===== config.mk =====
export PLATFORM = sky130hd
export DESIGN_NAME = dmax_glyph_writer
export DESIGN_NICKNAME = d
export VERILOG_FILES = /design/src/rtl/dmax_pkg.sv /design/src/rtl/dmax_font_rom.sv /design/src/rtl/dmax_glyph_writer.sv
export SDC_FILE = /design/constraint.sdc
export NUM_CORES = 1
export LEC_CHECK = 0
export ABC_CLOCK_PERIOD_IN_PS = 2600
export BUFFER_PORTS_ARGS = -buffer_cell sky130_fd_sc_hd__buf_2
export CAP_MARGIN = 20
export CELL_PAD_IN_SITES_DETAIL_PLACEMENT = 0
export CELL_PAD_IN_SITES_GLOBAL_PLACEMENT = 2
export CORE_ASPECT_RATIO = 1.25
export CORE_MARGIN = 2
export CORE_UTILIZATION = 36
export CTS_CLUSTER_SIZE = 24
export DETAILED_ROUTE_END_ITERATION = 10
export GPL_TIMING_DRIVEN = 0
export PLACE_DENSITY_LB_ADDON = 0.1
export RECOVER_POWER = 25
export SLEW_MARGIN = 30
export SYNTH_ARGS = -nofsm -noshare
export SYNTH_HDL_FRONTEND = slang
export SYNTH_MEMORY_MAX_BITS = 65536
export SYNTH_SLANG_ARGS = --single-unit

===== constraint.sdc =====
create_clock -name clk -period 2.6 [get_ports clk]
set_input_delay 0.39 -clock clk [delete_from_list [all_inputs] [get_ports clk]]
set_output_delay 0.39 -clock clk [all_outputs]
set_load 0.05 [all_outputs]

===== src/rtl/dmax_pkg.sv =====
// Shared definitions for the DMAX glyph writer: bus constants, FSM state
// encoding, the packed glyph type and small helpers used by the ROM and top.
package dmax_pkg;

   localparam logic [15:0] DMAX_DEV_ADDR = 16'h0040;
   localparam logic [4:0]  OP_SHIFT_IN   = 5'b00001;
   localparam int          GLYPH_W       = 5;
   localparam int          GLYPH_H       = 7;
   localparam int          DMAX_COLS     = 30;

   typedef enum logic [2:0] {
      ST_IDLE,
      ST_LOAD,
      ST_EMIT,
      ST_WAIT,
      ST_CLR
   } state_t;

   // glyph[c] is column c (0 = leftmost); bit r of a column is pixel row r (0 = top).
   typedef logic [GLYPH_W-1:0][GLYPH_H-1:0] glyph_t;

   localparam glyph_t SOLID_GLYPH = '1;

   // Assemble a glyph from its columns listed left to right.
   function automatic glyph_t make_glyph(input logic [6:0] c0, input logic [6:0] c1,
                                         input logic [6:0] c2, input logic [6:0] c3,
                                         input logic [6:0] c4);
      make_glyph = {c4, c3, c2, c1, c0};
   endfunction

   // Bus data word for a single shift-in of one column.
   function automatic logic [15:0] shift_word(input logic [6:0] col);
      shift_word = {OP_SHIFT_IN, 4'b0000, col};
   endfunction

endpackage


===== src/rtl/dmax_font_rom.sv =====
// 64-entry 5x7 font ROM for codes 8'h20..8'h5F with a one-cycle registered read.
// Any other code returns a solid block so bad input is visible on the display.
module dmax_font_rom
   import dmax_pkg::*;
(
   input  logic        clk,
   input  logic [7:0]  code,
   output logic [34:0] glyph
);

   // Registered lookup; columns are given left to right, bit 0 = top row.
   // NOTE: ROM output and other pure data registers carry no reset; the FSM never consumes them before they are loaded.
   always_ff @(posedge clk) begin
      case (code)
         8'h20: glyph <= make_glyph(7'h00, 7'h00, 7'h00, 7'h00, 7'h00);
         8'h21: glyph <= make_glyph(7'h00, 7'h00, 7'h5F, 7'h00, 7'h00);
         8'h22: glyph <= make_glyph(7'h00, 7'h07, 7'h00, 7'h07, 7'h00);
         8'h23: glyph <= make_glyph(7'h14, 7'h7F, 7'h14, 7'h7F, 7'h14);
         8'h24: glyph <= make_glyph(7'h24, 7'h2A, 7'h7F, 7'h2A, 7'h12);
         8'h25: glyph <= make_glyph(7'h23, 7'h13, 7'h08, 7'h64, 7'h62);
         8'h26: glyph <= make_glyph(7'h36, 7'h49, 7'h55, 7'h22, 7'h50);
         8'h27: glyph <= make_glyph(7'h00, 7'h05, 7'h03, 7'h00, 7'h00);
         8'h28: glyph <= make_glyph(7'h00, 7'h1C, 7'h22, 7'h41, 7'h00);
         8'h29: glyph <= make_glyph(7'h00, 7'h41, 7'h22, 7'h1C, 7'h00);
         8'h2A: glyph <= make_glyph(7'h08, 7'h2A, 7'h1C, 7'h2A, 7'h08);
         8'h2B: glyph <= make_glyph(7'h08, 7'h08, 7'h3E, 7'h08, 7'h08);
         8'h2C: glyph <= make_glyph(7'h00, 7'h50, 7'h30, 7'h00, 7'h00);
         8'h2D: glyph <= make_glyph(7'h08, 7'h08, 7'h08, 7'h08, 7'h08);
         8'h2E: glyph <= make_glyph(7'h00, 7'h60, 7'h60, 7'h00, 7'h00);
         8'h2F: glyph <= make_glyph(7'h20, 7'h10, 7'h08, 7'h04, 7'h02);
         8'h30: glyph <= make_glyph(7'h3E, 7'h51, 7'h49, 7'h45, 7'h3E);
         8'h31: glyph <= make_glyph(7'h00, 7'h42, 7'h7F, 7'h40, 7'h00);
         8'h32: glyph <= make_glyph(7'h42, 7'h61, 7'h51, 7'h49, 7'h46);
         8'h33: glyph <= make_glyph(7'h21, 7'h41, 7'h45, 7'h4B, 7'h31);
         8'h34: glyph <= make_glyph(7'h18, 7'h14, 7'h12, 7'h7F, 7'h10);
         8'h35: glyph <= make_glyph(7'h27, 7'h45, 7'h45, 7'h45, 7'h39);
         8'h36: glyph <= make_glyph(7'h3C, 7'h4A, 7'h49, 7'h49, 7'h30);
         8'h37: glyph <= make_glyph(7'h01, 7'h71, 7'h09, 7'h05, 7'h03);
         8'h38: glyph <= make_glyph(7'h36, 7'h49, 7'h49, 7'h49, 7'h36);
         8'h39: glyph <= make_glyph(7'h06, 7'h49, 7'h49, 7'h29, 7'h1E);
         8'h3A: glyph <= make_glyph(7'h00, 7'h36, 7'h36, 7'h00, 7'h00);
         8'h3B: glyph <= make_glyph(7'h00, 7'h56, 7'h36, 7'h00, 7'h00);
         8'h3C: glyph <= make_glyph(7'h00, 7'h08, 7'h14, 7'h22, 7'h41);
         8'h3D: glyph <= make_glyph(7'h14, 7'h14, 7'h14, 7'h14, 7'h14);
         8'h3E: glyph <= make_glyph(7'h41, 7'h22, 7'h14, 7'h08, 7'h00);
         8'h3F: glyph <= make_glyph(7'h02, 7'h01, 7'h51, 7'h09, 7'h06);
         8'h40: glyph <= make_glyph(7'h32, 7'h49, 7'h79, 7'h41, 7'h3E);
         8'h41: glyph <= make_glyph(7'h7E, 7'h09, 7'h09, 7'h09, 7'h7E);
         8'h42: glyph <= make_glyph(7'h7F, 7'h49, 7'h49, 7'h49, 7'h36);
         8'h43: glyph <= make_glyph(7'h3E, 7'h41, 7'h41, 7'h41, 7'h22);
         8'h44: glyph <= make_glyph(7'h7F, 7'h41, 7'h41, 7'h22, 7'h1C);
         8'h45: glyph <= make_glyph(7'h7F, 7'h49, 7'h49, 7'h49, 7'h41);
         8'h46: glyph <= make_glyph(7'h7F, 7'h09, 7'h09, 7'h01, 7'h01);
         8'h47: glyph <= make_glyph(7'h3E, 7'h41, 7'h41, 7'h51, 7'h32);
         8'h48: glyph <= make_glyph(7'h7F, 7'h08, 7'h08, 7'h08, 7'h7F);
         8'h49: glyph <= make_glyph(7'h00, 7'h41, 7'h7F, 7'h41, 7'h00);
         8'h4A: glyph <= make_glyph(7'h20, 7'h40, 7'h41, 7'h3F, 7'h01);
         8'h4B: glyph <= make_glyph(7'h7F, 7'h08, 7'h14, 7'h22, 7'h41);
         8'h4C: glyph <= make_glyph(7'h7F, 7'h40, 7'h40, 7'h40, 7'h40);
         8'h4D: glyph <= make_glyph(7'h7F, 7'h02, 7'h04, 7'h02, 7'h7F);
         8'h4E: glyph <= make_glyph(7'h7F, 7'h04, 7'h08, 7'h10, 7'h7F);
         8'h4F: glyph <= make_glyph(7'h3E, 7'h41, 7'h41, 7'h41, 7'h3E);
         8'h50: glyph <= make_glyph(7'h7F, 7'h09, 7'h09, 7'h09, 7'h06);
         8'h51: glyph <= make_glyph(7'h3E, 7'h41, 7'h51, 7'h21, 7'h5E);
         8'h52: glyph <= make_glyph(7'h7F, 7'h09, 7'h19, 7'h29, 7'h46);
         8'h53: glyph <= make_glyph(7'h46, 7'h49, 7'h49, 7'h49, 7'h31);
         8'h54: glyph <= make_glyph(7'h01, 7'h01, 7'h7F, 7'h01, 7'h01);
         8'h55: glyph <= make_glyph(7'h3F, 7'h40, 7'h40, 7'h40, 7'h3F);
         8'h56: glyph <= make_glyph(7'h1F, 7'h20, 7'h40, 7'h20, 7'h1F);
         8'h57: glyph <= make_glyph(7'h7F, 7'h20, 7'h18, 7'h20, 7'h7F);
         8'h58: glyph <= make_glyph(7'h63, 7'h14, 7'h08, 7'h14, 7'h63);
         8'h59: glyph <= make_glyph(7'h03, 7'h04, 7'h78, 7'h04, 7'h03);
         8'h5A: glyph <= make_glyph(7'h61, 7'h51, 7'h49, 7'h45, 7'h43);
         8'h5B: glyph <= make_glyph(7'h00, 7'h00, 7'h7F, 7'h41, 7'h41);
         8'h5C: glyph <= make_glyph(7'h02, 7'h04, 7'h08, 7'h10, 7'h20);
         8'h5D: glyph <= make_glyph(7'h41, 7'h41, 7'h7F, 7'h00, 7'h00);
         8'h5E: glyph <= make_glyph(7'h04, 7'h02, 7'h01, 7'h02, 7'h04);
         8'h5F: glyph <= make_glyph(7'h40, 7'h40, 7'h40, 7'h40, 7'h40);
         default: glyph <= SOLID_GLYPH;
      endcase
   end

endmodule


===== src/rtl/dmax_glyph_writer.sv =====
// Feeds the DMAX dot-matrix driver: takes one character per valid/ready
// handshake, fetches its glyph and shifts the columns (plus blank spacing
// columns) onto the DEVICE/DATA bus as single-cycle writes. A clear request
// shifts in a full display width of empty columns instead.
module dmax_glyph_writer
   import dmax_pkg::*;
#(
   parameter logic [15:0] DEV_ADDR      = DMAX_DEV_ADDR,
   parameter int          WRITE_SPACING = 4,
   parameter int          BLANK_COLS    = 1,
   parameter int          CLEAR_COLS    = DMAX_COLS
)
(
   input  logic        clk,
   input  logic        rst,
   input  logic        char_valid,
   input  logic [7:0]  char_code,
   output logic        char_ready,
   input  logic        clear_req,
   output logic        busy,
   output logic [15:0] DEVICE,
   output logic [15:0] DATA
);

   // Spacing counter must hold the full spacing, used for the trailing gap after the last write.
   localparam int                CNT_W       = (WRITE_SPACING < 2) ? 1 : $clog2(WRITE_SPACING + 1);
   localparam logic [CNT_W-1:0]  SPACE_FULL  = CNT_W'(WRITE_SPACING);
   localparam logic [CNT_W-1:0]  SPACE_GAP   = CNT_W'(WRITE_SPACING - 1);
   localparam logic [4:0]        GLYPH_TOTAL = 5'(GLYPH_W + BLANK_COLS);
   localparam logic [4:0]        CLEAR_TOTAL = 5'(CLEAR_COLS);

   state_t             state, state_n;
   logic [CNT_W-1:0]   wait_cnt, wait_cnt_n;
   logic [4:0]         col_cnt, col_cnt_n;
   logic [4:0]         col_inc;
   logic [4:0]         col_total;
   logic               clearing, clearing_n;
   logic               load_code;
   logic               write_en;
   logic [6:0]         write_col;
   logic [7:0]         code_q;
   logic [34:0]        glyph_raw;
   glyph_t             glyph;

   dmax_font_rom u_font_rom (
      .clk   (clk),
      .code  (code_q),
      .glyph (glyph_raw)
   );

   assign glyph      = glyph_raw;
   assign char_ready = (state == ST_IDLE) && !clear_req;
   assign busy       = (state != ST_IDLE);
   assign col_inc    = col_cnt + 5'd1;
   assign col_total  = clearing ? CLEAR_TOTAL : GLYPH_TOTAL;

   // Hold the accepted code so upstream may change char_code right after the handshake.
   always_ff @(posedge clk) begin
      if (load_code) begin
         code_q <= char_code;
      end
   end

   // Next-state logic: handshake, column sequencing and write spacing.
   // NOTE: every signal written here gets a default first so no path can infer a latch.
   always_comb begin
      state_n    = state;
      wait_cnt_n = wait_cnt;
      col_cnt_n  = col_cnt;
      clearing_n = clearing;
      load_code  = 1'b0;
      write_en   = 1'b0;
      write_col  = 7'h00;

      case (state)
         ST_IDLE: begin
            if (clear_req) begin
               state_n    = ST_CLR;
               col_cnt_n  = 5'd0;
               clearing_n = 1'b1;
            end else if (char_valid) begin
               state_n    = ST_LOAD;
               col_cnt_n  = 5'd0;
               clearing_n = 1'b0;
               load_code  = 1'b1;
            end
         end

         ST_LOAD: begin
            state_n = ST_EMIT;
         end

         ST_EMIT, ST_CLR: begin
            write_en  = 1'b1;
            if (!clearing && (col_cnt < 5'(GLYPH_W))) begin
               write_col = glyph[col_cnt[2:0]];
            end
            col_cnt_n = col_inc;
            if (col_inc == col_total) begin
               // Last write still gets a full spacing slot before returning to idle.
               state_n    = ST_WAIT;
               wait_cnt_n = SPACE_FULL;
            end else if (WRITE_SPACING > 1) begin
               state_n    = ST_WAIT;
               wait_cnt_n = SPACE_GAP;
            end
         end

         ST_WAIT: begin
            if (wait_cnt <= CNT_W'(1)) begin
               if (col_cnt == col_total) begin
                  state_n = ST_IDLE;
               end else begin
                  state_n = clearing ? ST_CLR : ST_EMIT;
               end
            end else begin
               wait_cnt_n = wait_cnt - CNT_W'(1);
            end
         end

         default: begin
            state_n = ST_IDLE;
         end
      endcase
   end

   // State, counters and registered bus outputs; reset drops any write in flight.
   // NOTE: sequential state is updated with non-blocking assignments only, so every register sees pre-edge values.
   always_ff @(posedge clk) begin
      if (rst) begin
         state    <= ST_IDLE;
         wait_cnt <= '0;
         col_cnt  <= 5'd0;
         clearing <= 1'b0;
         DEVICE   <= 16'h0000;
         DATA     <= 16'h0000;
      end else begin
         state    <= state_n;
         wait_cnt <= wait_cnt_n;
         col_cnt  <= col_cnt_n;
         clearing <= clearing_n;
         DEVICE   <= write_en ? DEV_ADDR : 16'h0000;
         DATA     <= write_en ? shift_word(write_col) : 16'h0000;
      end
   end

endmodule


==> reports/results.txt <==
Status = complete, but fails checks
Failing checks = setup timing
Final worst path period need = 2.678 ns
Worst-skew pair later-pin latency = 0.33 ns
CP endpoint kind = flip-flop
CTS Buf Count = 9
Prevailing post-synth register cell = dfxtp_1
Detailed placement HPWL = 17,470 um
Die Area = 15,170 sq um
Final cell utilization of the core = 43.39%
Async set or reset register ratio after synthesis = 0%
Post-placement worst setup slack = -0.9898 ns
Post-Place Cell Area = 5515 sq um
Crit start category = flip-flop
Seq pwr share = 28.0%
H-tree levels = 3
Reg clk slew, reported paths = 0.06 ns
First-pass GRT wire length = 34,390 um
Fmax = 0.3733 GHz
1st-pass router iterations = 9
Initial Util = 36.98%
R2r setup slk = -0.08 ns
Reg2Reg Depth = 9
RSZ-0062 raised after global routing = yes
Post-Syn Instances = 666
Vias in the first global route = 5,650
Slew Limit Fails = 0
Placed cells = 884
Worst slew pin tran = 0.8991 ns
Setup slack after layout = -0.07850 ns
Total Power = 4.269 mW
Most common cell after layout, fill and taps aside = a21oi_1
Synth warnings = 0
VDD IR max = 0.6537 mV
Setup_tns = -0.1293 ns
Worst reg2reg endpoint = u_font_rom.glyph[7]
Synthesized cell area = 5109 sq um
Final ANT Viol Nets = 0
CP Class = flip-flop to flip-flop
Via density = 6.432
Clock power share = 33.2%
Pin count of the biggest net entering global routing = 16
Layout cells sized above 1 = 18.44%
Routed WL per cell = 26.08 um
Layout fillers = 1,455
Nets@finish = 761
Die width = 110.6 um
FF+latch count, synth = 63
Syn avg cell area = 7.671 sq um
Hold Slack = 0.2372 ns
Post-route cell area = 5993 sq um
Std cell rows = 48
Synth cell types = 61
Global route overflow = 0
IO buf count = 21
Worst hold start = char_code[6]
Sw Pwr = 1.674 mW
Comb power frac = 38.9%
Final GP Congestion = 1.036
Sw frac = 39.23%
Slew HR = 39.55%
Final setup violation count = 5
Routed Wire Length = 23,650 um
Initial antenna violation count = 0
Ant diodes = 0
First DRT Iteration DRCs = 948
LEAKAGE = 2.359 nW
Sink Count = 63
P&R area growth vs syn = 17.32%
P_int = 2.594 mW
Period utilization = 103.0%
Arrival time worst endpoint = 2.88 ns
Die Height = 137.2 um
Total global routing track utilization = 30.31%
Most frequent cells in the layout = a21oi_1, dfxtp_1, o21ai_0
Hold depth = 1
Final Hold Viols = 0
Hold crit path type = input port to flip-flop
Setup Skew = 0.006448 ns
Critical path required time = 2.80 ns
Number of flops mapped to enable cells by yosys = 8
End point of the worst hold path = code_q[6]
Seq/Total Area, Yosys = 26.26%
CP Max Fanout = 10
Root Driver = clkbuf_16
Maxcap violations = 0
Num ports = 46
Pwr dens = 712.3 nW/um^2
Core area = 13,810 sq um
Worst R2R Start = code_q[1]
Drt drc = 0
CTS tree = built
Clock buffer depth = 2
Vias = 5,834
Finished Layout Cells = 907
[layout make-up]
| type | instances | area (sq um) | share of cell area, % |
|---|---|---|---|
| clock buffer | 10 | 239.0 | 3.987 |
| inverter | 18 | 75.07 | 1.253 |
| multi-input combinational | 527 | 3405 | 56.81 |
| sequential | 63 | 1341 | 22.38 |
| timing repair buffer | 30 | 161.4 | 2.693 |
| clock inverter | 6 | 115.1 | 1.921 |
| buffer | 78 | 437.9 | 7.307 |
| tap | 175 | 219.0 | 3.653 |
[what timing repair did]
action                     4_1_cts  5_1_grt
buffers inserted                 4        5
gates resized for setup         14       15
setup endpoints to repair       34       10
hold buffers                     0        0
[routing by layer]
metal	GRT usage, %	part of all wire (%)	vias up
met4	23.26	8.3	0
met2	50.27	46	511
met5	0	0	-
met3	7.171	11	154
li1	-	-	2504
met1	33.92	35	2665
[power groups by stage]
| stage | registers (mW) | clock network (mW) | logic (mW) |
|---|---|---|---|
| after global routing | 1.21 | 1.48 | 1.73 |
| after detailed placement | 1.22 | 0 | 1.55 |
| after global placement | 1.21 | 0 | 1.59 |
| final | 1.19 | 1.42 | 1.66 |
| after floorplan | 1.27 | 0 | 1.03 |
| after CTS | 1.19 | 1.44 | 1.58 |
[worst max-delay path, cell delays in order, from the launching register on]
cell and delay [ns]:
edfxtp_1 0.41, buf_4 0.23, clkinvlp_4 0.18, ha_1 0.35
clkbuf_2 0.31, nand2_1 0.24, a21o_1 0.17, o21ai_0 0.13
a211oi_1 0.40, o21bai_1 0.14
[how the worst max path moves through the flow]
| stage | from | cells past startpoint | slack (ns) | to |
|---|---|---|---|---|
| global route | code_q[1] | 9 | -0.003 | u_font_rom.glyph[18] |
| floorplan | code_q[1] | 9 | 0.24 | u_font_rom.glyph[33] |
| detailed placement | code_q[1] | 9 | -0.99 | u_font_rom.glyph[33] |
| CTS | code_q[1] | 8 | 0.02 | u_font_rom.glyph[18] |
| global placement | code_q[1] | 9 | -1.18 | u_font_rom.glyph[33] |
| finish | code_q[1] | 9 | -0.08 | u_font_rom.glyph[7] |
[sequential cells by signal (all words and copies together) (netlist names)]
signal,count
code_q,8
clearing,1
DATA,7
DEVICE,1
state,3
wait_cnt,3
col_cnt,5
u_font_rom.glyph,35
[Yosys cell counts, types with 21 or more instances]
cell,n,share of area [%]
a21oi_1,57,5.6
dfxtp_1,55,22
o21ai_0,50,4.9
nand2_1,45,3.3
nor2_1,42,3.1
nand2b_1,41,5.0
buf_2,28,2.7
buf_4,27,4.0
nand3_1,26,2.5
clkbuf_1,24,1.8
ha_1,22,5.4
nor3_1,21,2.1
[cells by family (layout without fill, tap and decap cells)]
| group | Yosys count | after routing | synth area share (%) |
|---|---|---|---|
| adder cells (fa/ha/maj) | 22 | 22 | 5.388 |
| other | 1 | 23 | 0.07340 |
| buffers and inverters | 98 | 142 | 9.870 |
| multiplexers | 13 | 13 | 4.605 |
| flip-flops | 63 | 63 | 26.26 |
| AO/OA/AOI/OAI | 238 | 238 | 30.30 |
| XOR/XNOR | 5 | 5 | 0.8572 |
| AND/OR/NAND/NOR | 226 | 226 | 22.66 |
Note: power is estimated with default switching activity, not from simulation.
